===== config.mk =====
export PLATFORM = sky130hd
export DESIGN_NAME = line_tool
export DESIGN_NICKNAME = d
export VERILOG_FILES = /design/src/rtl/line_tool_pkg.sv /design/src/rtl/line_tool.sv
export SDC_FILE = /design/constraint.sdc
export NUM_CORES = 1
export LEC_CHECK = 0
export BUFFER_PORTS_ARGS = -buffer_cell sky130_fd_sc_hd__buf_2
export CAP_MARGIN = 20
export CORE_MARGIN = 4
export CORE_UTILIZATION = 40
export DETAILED_ROUTE_END_ITERATION = 6
export HOLD_SLACK_MARGIN = 0.05
export PLACE_DENSITY = 0.55
export SKIP_CTS_REPAIR_TIMING = 1
export SLEW_MARGIN = 20
export SYNTH_ARGS = -nofsm -noshare
export SYNTH_HDL_FRONTEND = slang
export SYNTH_SLANG_ARGS = --single-unit

===== constraint.sdc =====
create_clock -name clk -period 12.53 [get_ports clk]
set_clock_uncertainty 0.1 [all_clocks]
set_input_delay 2.506 -clock clk [delete_from_list [all_inputs] [get_ports clk]]
set_output_delay 2.506 -clock clk [all_outputs]
set_load 0.02 [all_outputs]

===== src/rtl/line_tool_pkg.sv =====
// Shared definitions for the line tool: color encoding and small helpers.
package line_tool_pkg;

    localparam int COLOR_WIDTH = 4;
    localparam logic [COLOR_WIDTH-1:0] COLOR_NONE = '0;

    function automatic int max_int(input int a, input int b);
        return (a > b) ? a : b;
    endfunction

endpackage


===== src/rtl/line_tool.sv =====
// Press-drag-release line tool: latches two endpoints and rasterises the line with Bresenham.
// Optional macro LINE_TOOL_ANCHOR_MARK_EN marks the anchor pixel immediately on press.
module line_tool
    import line_tool_pkg::*;
#(
    parameter int WIDTH  = 640,
    parameter int HEIGHT = 480
) (
    input  logic                        clk,
    input  logic                        reset,
    input  logic                        enable,
    input  logic [$clog2(WIDTH)-1:0]    cursor_x,
    input  logic [$clog2(HEIGHT)-1:0]   cursor_y,
    input  logic [COLOR_WIDTH-1:0]      input_color,
    output logic [$clog2(WIDTH)-1:0]    pixel_x,
    output logic [$clog2(HEIGHT)-1:0]   pixel_y,
    output logic [COLOR_WIDTH-1:0]      pixel_color,
    output logic                        busy
);

    localparam int XW = $clog2(WIDTH);
    localparam int YW = $clog2(HEIGHT);
    localparam int SW = max_int(XW, YW) + 2;

    localparam logic [XW-1:0] X_MAX = XW'(WIDTH - 1);
    localparam logic [YW-1:0] Y_MAX = YW'(HEIGHT - 1);
    localparam logic [XW-1:0] X_ONE = XW'(1);
    localparam logic [YW-1:0] Y_ONE = YW'(1);

    typedef enum logic [1:0] {
        IDLE,
        ARMED,
        SETUP,
        DRAW
    } state_t;

    state_t                   state_q;
    logic                     enable_q;
    logic [XW-1:0]            x0_q, x1_q, cur_x_q;
    logic [YW-1:0]            y0_q, y1_q, cur_y_q;
    logic [COLOR_WIDTH-1:0]   color_q, pix_color_q;
    logic                     busy_q;
    logic signed [SW-1:0]     dx_q, dy_q, err_q;
    logic                     x_neg_q, y_neg_q;

    logic                     press, release_ev, at_end;
    logic [XW-1:0]            cx_clamp, cur_x_d;
    logic [YW-1:0]            cy_clamp, cur_y_d;
    logic signed [SW-1:0]     diff_x, diff_y, dx_d, dy_d, err_setup, e2, err_d;
    logic                     step_x, step_y;

    assign press      = enable & ~enable_q;
    assign release_ev = ~enable & enable_q;
    assign cx_clamp   = (cursor_x > X_MAX) ? X_MAX : cursor_x;
    assign cy_clamp   = (cursor_y > Y_MAX) ? Y_MAX : cursor_y;
    assign at_end     = (cur_x_q == x1_q) && (cur_y_q == y1_q);

    // Setup terms: dx positive, dy stored negated so err = dx + dy.
    always_comb begin
        diff_x    = SW'(x1_q) - SW'(x0_q);
        diff_y    = SW'(y1_q) - SW'(y0_q);
        dx_d      = (diff_x < 0) ? -diff_x : diff_x;
        dy_d      = (diff_y < 0) ? diff_y : -diff_y;
        err_setup = dx_d + dy_d;
    end

    // Both step decisions use the error from the start of the cycle.
    always_comb begin
        e2      = err_q <<< 1;
        step_x  = (e2 >= dy_q);
        step_y  = (e2 <= dx_q);
        err_d   = err_q;
        cur_x_d = cur_x_q;
        cur_y_d = cur_y_q;
        if (step_x) begin
            err_d   = err_d + dy_q;
            cur_x_d = x_neg_q ? (cur_x_q - X_ONE) : (cur_x_q + X_ONE);
        end
        if (step_y) begin
            err_d   = err_d + dx_q;
            cur_y_d = y_neg_q ? (cur_y_q - Y_ONE) : (cur_y_q + Y_ONE);
        end
    end

    always_ff @(posedge clk) begin
        if (reset) begin
            state_q     <= IDLE;
            enable_q    <= 1'b0;
            x0_q        <= '0;
            y0_q        <= '0;
            x1_q        <= '0;
            y1_q        <= '0;
            cur_x_q     <= '0;
            cur_y_q     <= '0;
            color_q     <= COLOR_NONE;
            pix_color_q <= COLOR_NONE;
            busy_q      <= 1'b0;
            dx_q        <= '0;
            dy_q        <= '0;
            err_q       <= '0;
            x_neg_q     <= 1'b0;
            y_neg_q     <= 1'b0;
        end else begin
            enable_q <= enable;
            case (state_q)
                IDLE: begin
                    pix_color_q <= COLOR_NONE;
                    busy_q      <= 1'b0;
                    if (press) begin
                        x0_q    <= cx_clamp;
                        y0_q    <= cy_clamp;
                        state_q <= ARMED;
`ifdef LINE_TOOL_ANCHOR_MARK_EN
                        cur_x_q     <= cx_clamp;
                        cur_y_q     <= cy_clamp;
                        pix_color_q <= input_color;
`endif
                    end
                end
                ARMED: begin
                    pix_color_q <= COLOR_NONE;
                    if (release_ev) begin
                        x1_q    <= cx_clamp;
                        y1_q    <= cy_clamp;
                        color_q <= input_color;
                        busy_q  <= 1'b1;
                        state_q <= SETUP;
                    end
                end
                SETUP: begin
                    dx_q        <= dx_d;
                    dy_q        <= dy_d;
                    err_q       <= err_setup;
                    x_neg_q     <= (diff_x < 0);
                    y_neg_q     <= (diff_y < 0);
                    cur_x_q     <= x0_q;
                    cur_y_q     <= y0_q;
                    pix_color_q <= color_q;
                    state_q     <= DRAW;
                end
                DRAW: begin
                    if (at_end) begin
                        pix_color_q <= COLOR_NONE;
                        busy_q      <= 1'b0;
                        state_q     <= IDLE;
                    end else begin
                        cur_x_q <= cur_x_d;
                        cur_y_q <= cur_y_d;
                        err_q   <= err_d;
                    end
                end
                default: state_q <= IDLE;
            endcase
        end
    end

    assign pixel_x     = cur_x_q;
    assign pixel_y     = cur_y_q;
    assign pixel_color = pix_color_q;
    assign busy        = busy_q;

endmodule


==> After elaboration in Yosys (flattened, before gate mapping) <==
Index checks and enable logic that the tools add are counted.
Widths: inputs -> output; s select.
{ "word_totals": {"register_bits": 107, "in_bits": 26, "out_inout_bits": 24, "elab_cells": 85} }
{ "classes": {"n_addsub": 11, "order_cmp": 6, "n_eq_ne": 11, "muxes": 25, "bitwise_logic": 4, "n_reduce_logical": 12} }
{ "ops": {"columns": ["operator", "count"], "rows": [
  ["$mux 12", 5],
  ["$mux 10", 4],
  ["$add 12x12->12", 3],
  ["$mux 9", 4],
  ["$pmux 12 s2", 1],
  ["$pmux 10 s2", 1],
  ["$pmux 9 s2", 1],
  ["$ge 12x12->1", 1],
  ["$le 12x12->1", 1],
  ["$ne 2x2->1 const B", 6],
  ["$neg 10->12", 1],
  ["$neg 11->12", 1],
  ["$pmux 4 s3", 1],
  ["$reduce_and 3->1", 4],
  ["$lt 11x1->1 const B", 1],
  ["$sub 10x10->11", 1],
  ["$add 10x1->10 const B", 1],
  ["$eq 10x10->1", 1],
  ["$gt 10x10->1 const B", 1],
  ["$lt 10x1->1 const B", 1],
  ["$sub 10x1->10 const B", 1],
  ["$sub 9x9->10", 1],
  ["$add 9x1->9 const B", 1],
  ["$eq 9x9->1", 1],
  ["17 further kinds", 25]
]} }

==> Logic depth before layout (Yosys ltp) <==
{ "logic_depth": {"depth_word": 6, "depth_mapped": 22, "mapped_depth_nobuf": 21} }

==> Worst setup path before layout <==
No wires, ideal clock.
{ "synth_timing": {"kind": "register to register", "start": "register dy_q[7]", "end": "register err_q[10]", "setup_ps": 103, "t_arrival_ps": 4217, "required_ps": 12327, "setup_slack_ps": 8110, "stages_incl_launch_ff": 21, "path_buffers": 1, "period_less_slack_ps": 4420, "path_cell_list": "dfxtp_1 -> inv_1 -> ha_1 -> a21o_1 -> a211oi_1 -> nand2_1 -> o21ai_0 -> nand2_1 -> clkbuf_1 -> mux2_2 -> ha_1 -> fa_1 -> a21oi_1 -> o211ai_1 -> o41ai_1 -> o21ai_0 -> xnor2_1 -> nor2_1 -> xnor2_1 -> mux2i_1 -> a2111oi_2"} }
{ "synth_via": {"elab_chain_len": 6, "elab_cells_between_ends": 7, "cone_classes": "add/sub (2); order compare (1); mux (4)"} }
{ "synth_lines": {"columns": ["element", "line", "text"], "rows": [
  ["from (decl)", "line_tool.sv:43", "logic signed [SW-1:0] dx_q, dy_q, err_q;"],
  ["from (signal assigned)", "line_tool.sv:132", "dy_q <= dy_d;"],
  ["$add 12x12->12 or $ge 12x12->1 (tied branches)", "line_tool.sv:76, line_tool.sv:70", null],
  ["$mux 12 (*)", "line_tool.sv:75", "if (step_x) begin"],
  ["$add 12x12->12", "line_tool.sv:80", "err_d = err_d + dx_q;"],
  ["$mux 12 (*)", "line_tool.sv:79", "if (step_y) begin"],
  ["$mux 12 (*)", "line_tool.sv:142", "if (at_end) begin"],
  ["$pmux 12 s2 (*)", "line_tool.sv:105", "case (state_q)"],
  ["to (signal assigned)", "line_tool.sv:133", "err_q <= err_setup;"],
  ["to (signal assigned)", "line_tool.sv:149", "err_q <= err_d;"],
  ["to (decl)", "line_tool.sv:43", null]
]} }
Every way passes the cells marked *; elsewhere a longest branch is shown, timed or not. The select of a mux whose other input is x is not followed.
A chain may end at the register's enable or synchronous reset.

==> Worst setup path after layout <==
Same ends and word-level chain as after synthesis.

==> impl_results.md <==
- Synth Area in Simple Gates: 18.8%
- Slowest stage delay, CP: 440 ps
- Post-synthesis compound-gate area fraction: 19.4%
- Initial DRC Count: 304
- Leading cell type in the layout, fill and taps excluded: nor2_1
- Top FF cell, synth: dfxtp_1
- Tightest Pin Transition: 984 ps
- Drt pass-1 iters: 5
- CTS Root Cell: clkbuf_16
- Worst slew margin: 34.4%
- Die X: 150 um
- Post-synth EDFFs: 0
- Post-synth cell types: 63
- Post-Synth XOR/XNOR Area: 9.30%
- Vias in the first global route: 6450
- NumNets Final: 1160
- Largest area contributor in the netlist: dfxtp_1
- Routed WL: 21300 um
- Hpwl dp: 16600 um
- CTS tree: done
- Final slew viol count: 0
- DR vias: 6884
- Asr flop ratio synth: 0%
- Synth-to-layout area growth: 9.74%
- Slowest cell on crit path: o41ai_1
- Outcome: finished clean
- First-pass GRT wire length: 34600 um
- Post-Synth Adder-Cell Area: 16.1%
- N_diodes: 0
- Ports: 50
- Sink Count: 106
- Highest clock rate: 205 MHz
- Core ar.: 0.0197 sq mm
- Worst-path clk slew: 80 ps
- Crit. End Element: register
- Routed wire length per instance: 16.3 um
- Synth top area share: 26.2%
- Cells after Synth: 1008
- Synthesized area per cell: 8.03 sq um
- Multiplexer share of the synthesized area: 4.74%
- Vias per cell: 5.28
- Max-cap viol count: 0
- Clock latency on the worst-skew pair: 360 ps
- Startpoint class of the critical path: register
- Cells along the critical path: inv_1 -> ha_1 -> a21o_1 -> a211oi_1 -> nand2_1 -> o21ai_0 -> nand2_1 -> mux2_2 -> ha_1 -> fa_1 -> a21oi_1 -> o211ai_1 -> o41ai_1 -> o21ai_0 -> xnor2_1 -> nor2_1 -> xnor2_1 -> mux2i_1 -> a2111oi_2
- Post-synth net total: 1134
- Crit path max-delay family: compound AO/OA/AOI/OAI gates
- Standard-cell row count: 51
- YS warnings: 0
- Routed Antenna Nets: 0
- Tcrit/Tclk final: 38.9%
- Count of final setup violators: 0
- Clk buf depth: 2
- CP Class: reg -> reg
- Post-synthesis sequential area ratio: 26.2%
- Critical path buffers and inverters: 1
- IO buf count: 49
- Largest net degree at the start of global routing: 80
- Die Y: 150 um
- Initial antenna violation count: 0
- H-Tree Depth: 3
- Final hold vios: 0
- Setup repair after global routing missed its margin: no
- Gr ovfl total: 0
- TritonCTS buffer count: 9
- Worst Hold Class: reg -> reg
- Synthesized cell area: 0.00810 sq mm
- #FFs+latches synth: 106
- Area of the die: 0.0226 sq mm
- GPL Wtd Cong: 0.821
- Worst Path Required: 12690 ps
- Tmin final: 4880 ps
- Worst-path fanout max: 14
- Initial Util: 41.2%
- CP arrival: 5040 ps
- Largest cells by area after synthesis: dfxtp_1 (26%), ha_1 (14%), xnor2_1 (6.3%)
- Ratio of cells with drive above 1 in the final layout: 9.91%
- Largest family of logic cells by synthesized area: compound AO/OA/AOI/OAI gates
- DRC errors left: 0
- GRT Util Overall: 19.3%
- Commonest cells after routing, fill and taps aside: nor2_1 (131), dfxtp_1 (106), ha_1 (92), a21oi_1 (87), inv_1 (76)
- TNS Setup: 0 ps
==> per-layer routing <==
metal / up-vias / GRT usage, % / wire, um
met5: - / 0 / 0
met4: 0 / 4.16 / 274
met3: 16 / 2.41 / 514
met2: 88 / 30.2 / 9240
met1: 3185 / 28.5 / 11200
li1: 3595 / - / -
==> worst min-delay path: stages (launching register included) <==
cell     delay [ps]
dfxtp_1         300
inv_1            70
nor3_1           50
==> worst paths after layout <==
| check | slack (ps) | cells after the start | end | from |
|---|---|---|---|---|
| setup reg to reg | 7650 | 19 | err_q[10] | dy_q[7] |
| hold / removal | 360 | 2 | dx_q[11] | dx_q[11] |
| hold reg to reg | 360 | 2 | dx_q[11] | dx_q[11] |
| setup / recovery | 7650 | 19 | err_q[10] | dy_q[7] |
==> area by class of cell <==
type                            instances  area (sq um)
Clock inverter                          6          67.6
Fill cell                            2067         10800
Clock buffer                           10           239
Multi-Input combinational cell        786          5550
Timing Repair Buffer                   54           285
Tap cell                              265           332
Inverter                               77           289
Sequential cell                       106          2120
==> cells in the mapped netlist, types with 3 or more instances <==
cell and n:
and2_1 3, nand3_1 13, dfxtp_1 106, a211oi_1 53
a311oi_1 3, o41ai_1 3, nand3b_1 6, a21o_1 19
nor3_1 31, o211ai_1 3, a21oi_1 88, xnor2_1 58
mux2_2 11, o21a_1 6, o21ai_0 29, o2111ai_1 4
nand2_1 69, and3_1 8, mux2i_1 26, xor2_1 28
nand2b_1 10, ha_1 93, nor2_1 132, a31oi_1 6
nand4_1 6, or3_1 3, buf_1 5, a221oi_1 3
o21bai_1 5, a31o_2 3, nor4_1 3, clkbuf_1 32
or2_2 5, fa_1 7, nor2b_1 18, inv_1 76
==> through the flow <==
step           std cells  setup WS (ps)  area, sq um  hold slack [ps]  util (%)
2_1_floorplan       1008           8110         8100              327         -
3_3_place_gp        1288           7710         8570              338      43.6
3_5_place_dp        1288           7670         8570              345      43.6
4_1_cts             1304           7610         8880              365      45.2
5_1_grt             1304           7120         8880              383      45.2
6_report            1304           7650         8880              356      45.2
==> logic make-up (layout without fill, tap and decap cells) <==
logic type / after synthesis / in the layout
simple gates: 320 / 320
compound gates: 243 / 243
buf+inv: 116 / 147
flops: 106 / 106
fa+ha+maj: 100 / 100
xor+xnor: 86 / 86
mux: 37 / 37
==> state kept, by name (all words and copies together) (netlist names), 2 cells and up <==
name and count:
dx_q 12, dy_q 12, err_q 11, pixel_x 10, x0_q 10, x1_q 10, pixel_y 9, y0_q 9
y1_q 9, color_q 4, pixel_color 4, state_q 2
Power is not shown: default switching activity piles up to over one toggle a cycle in this logic, so the estimate is an artifact.
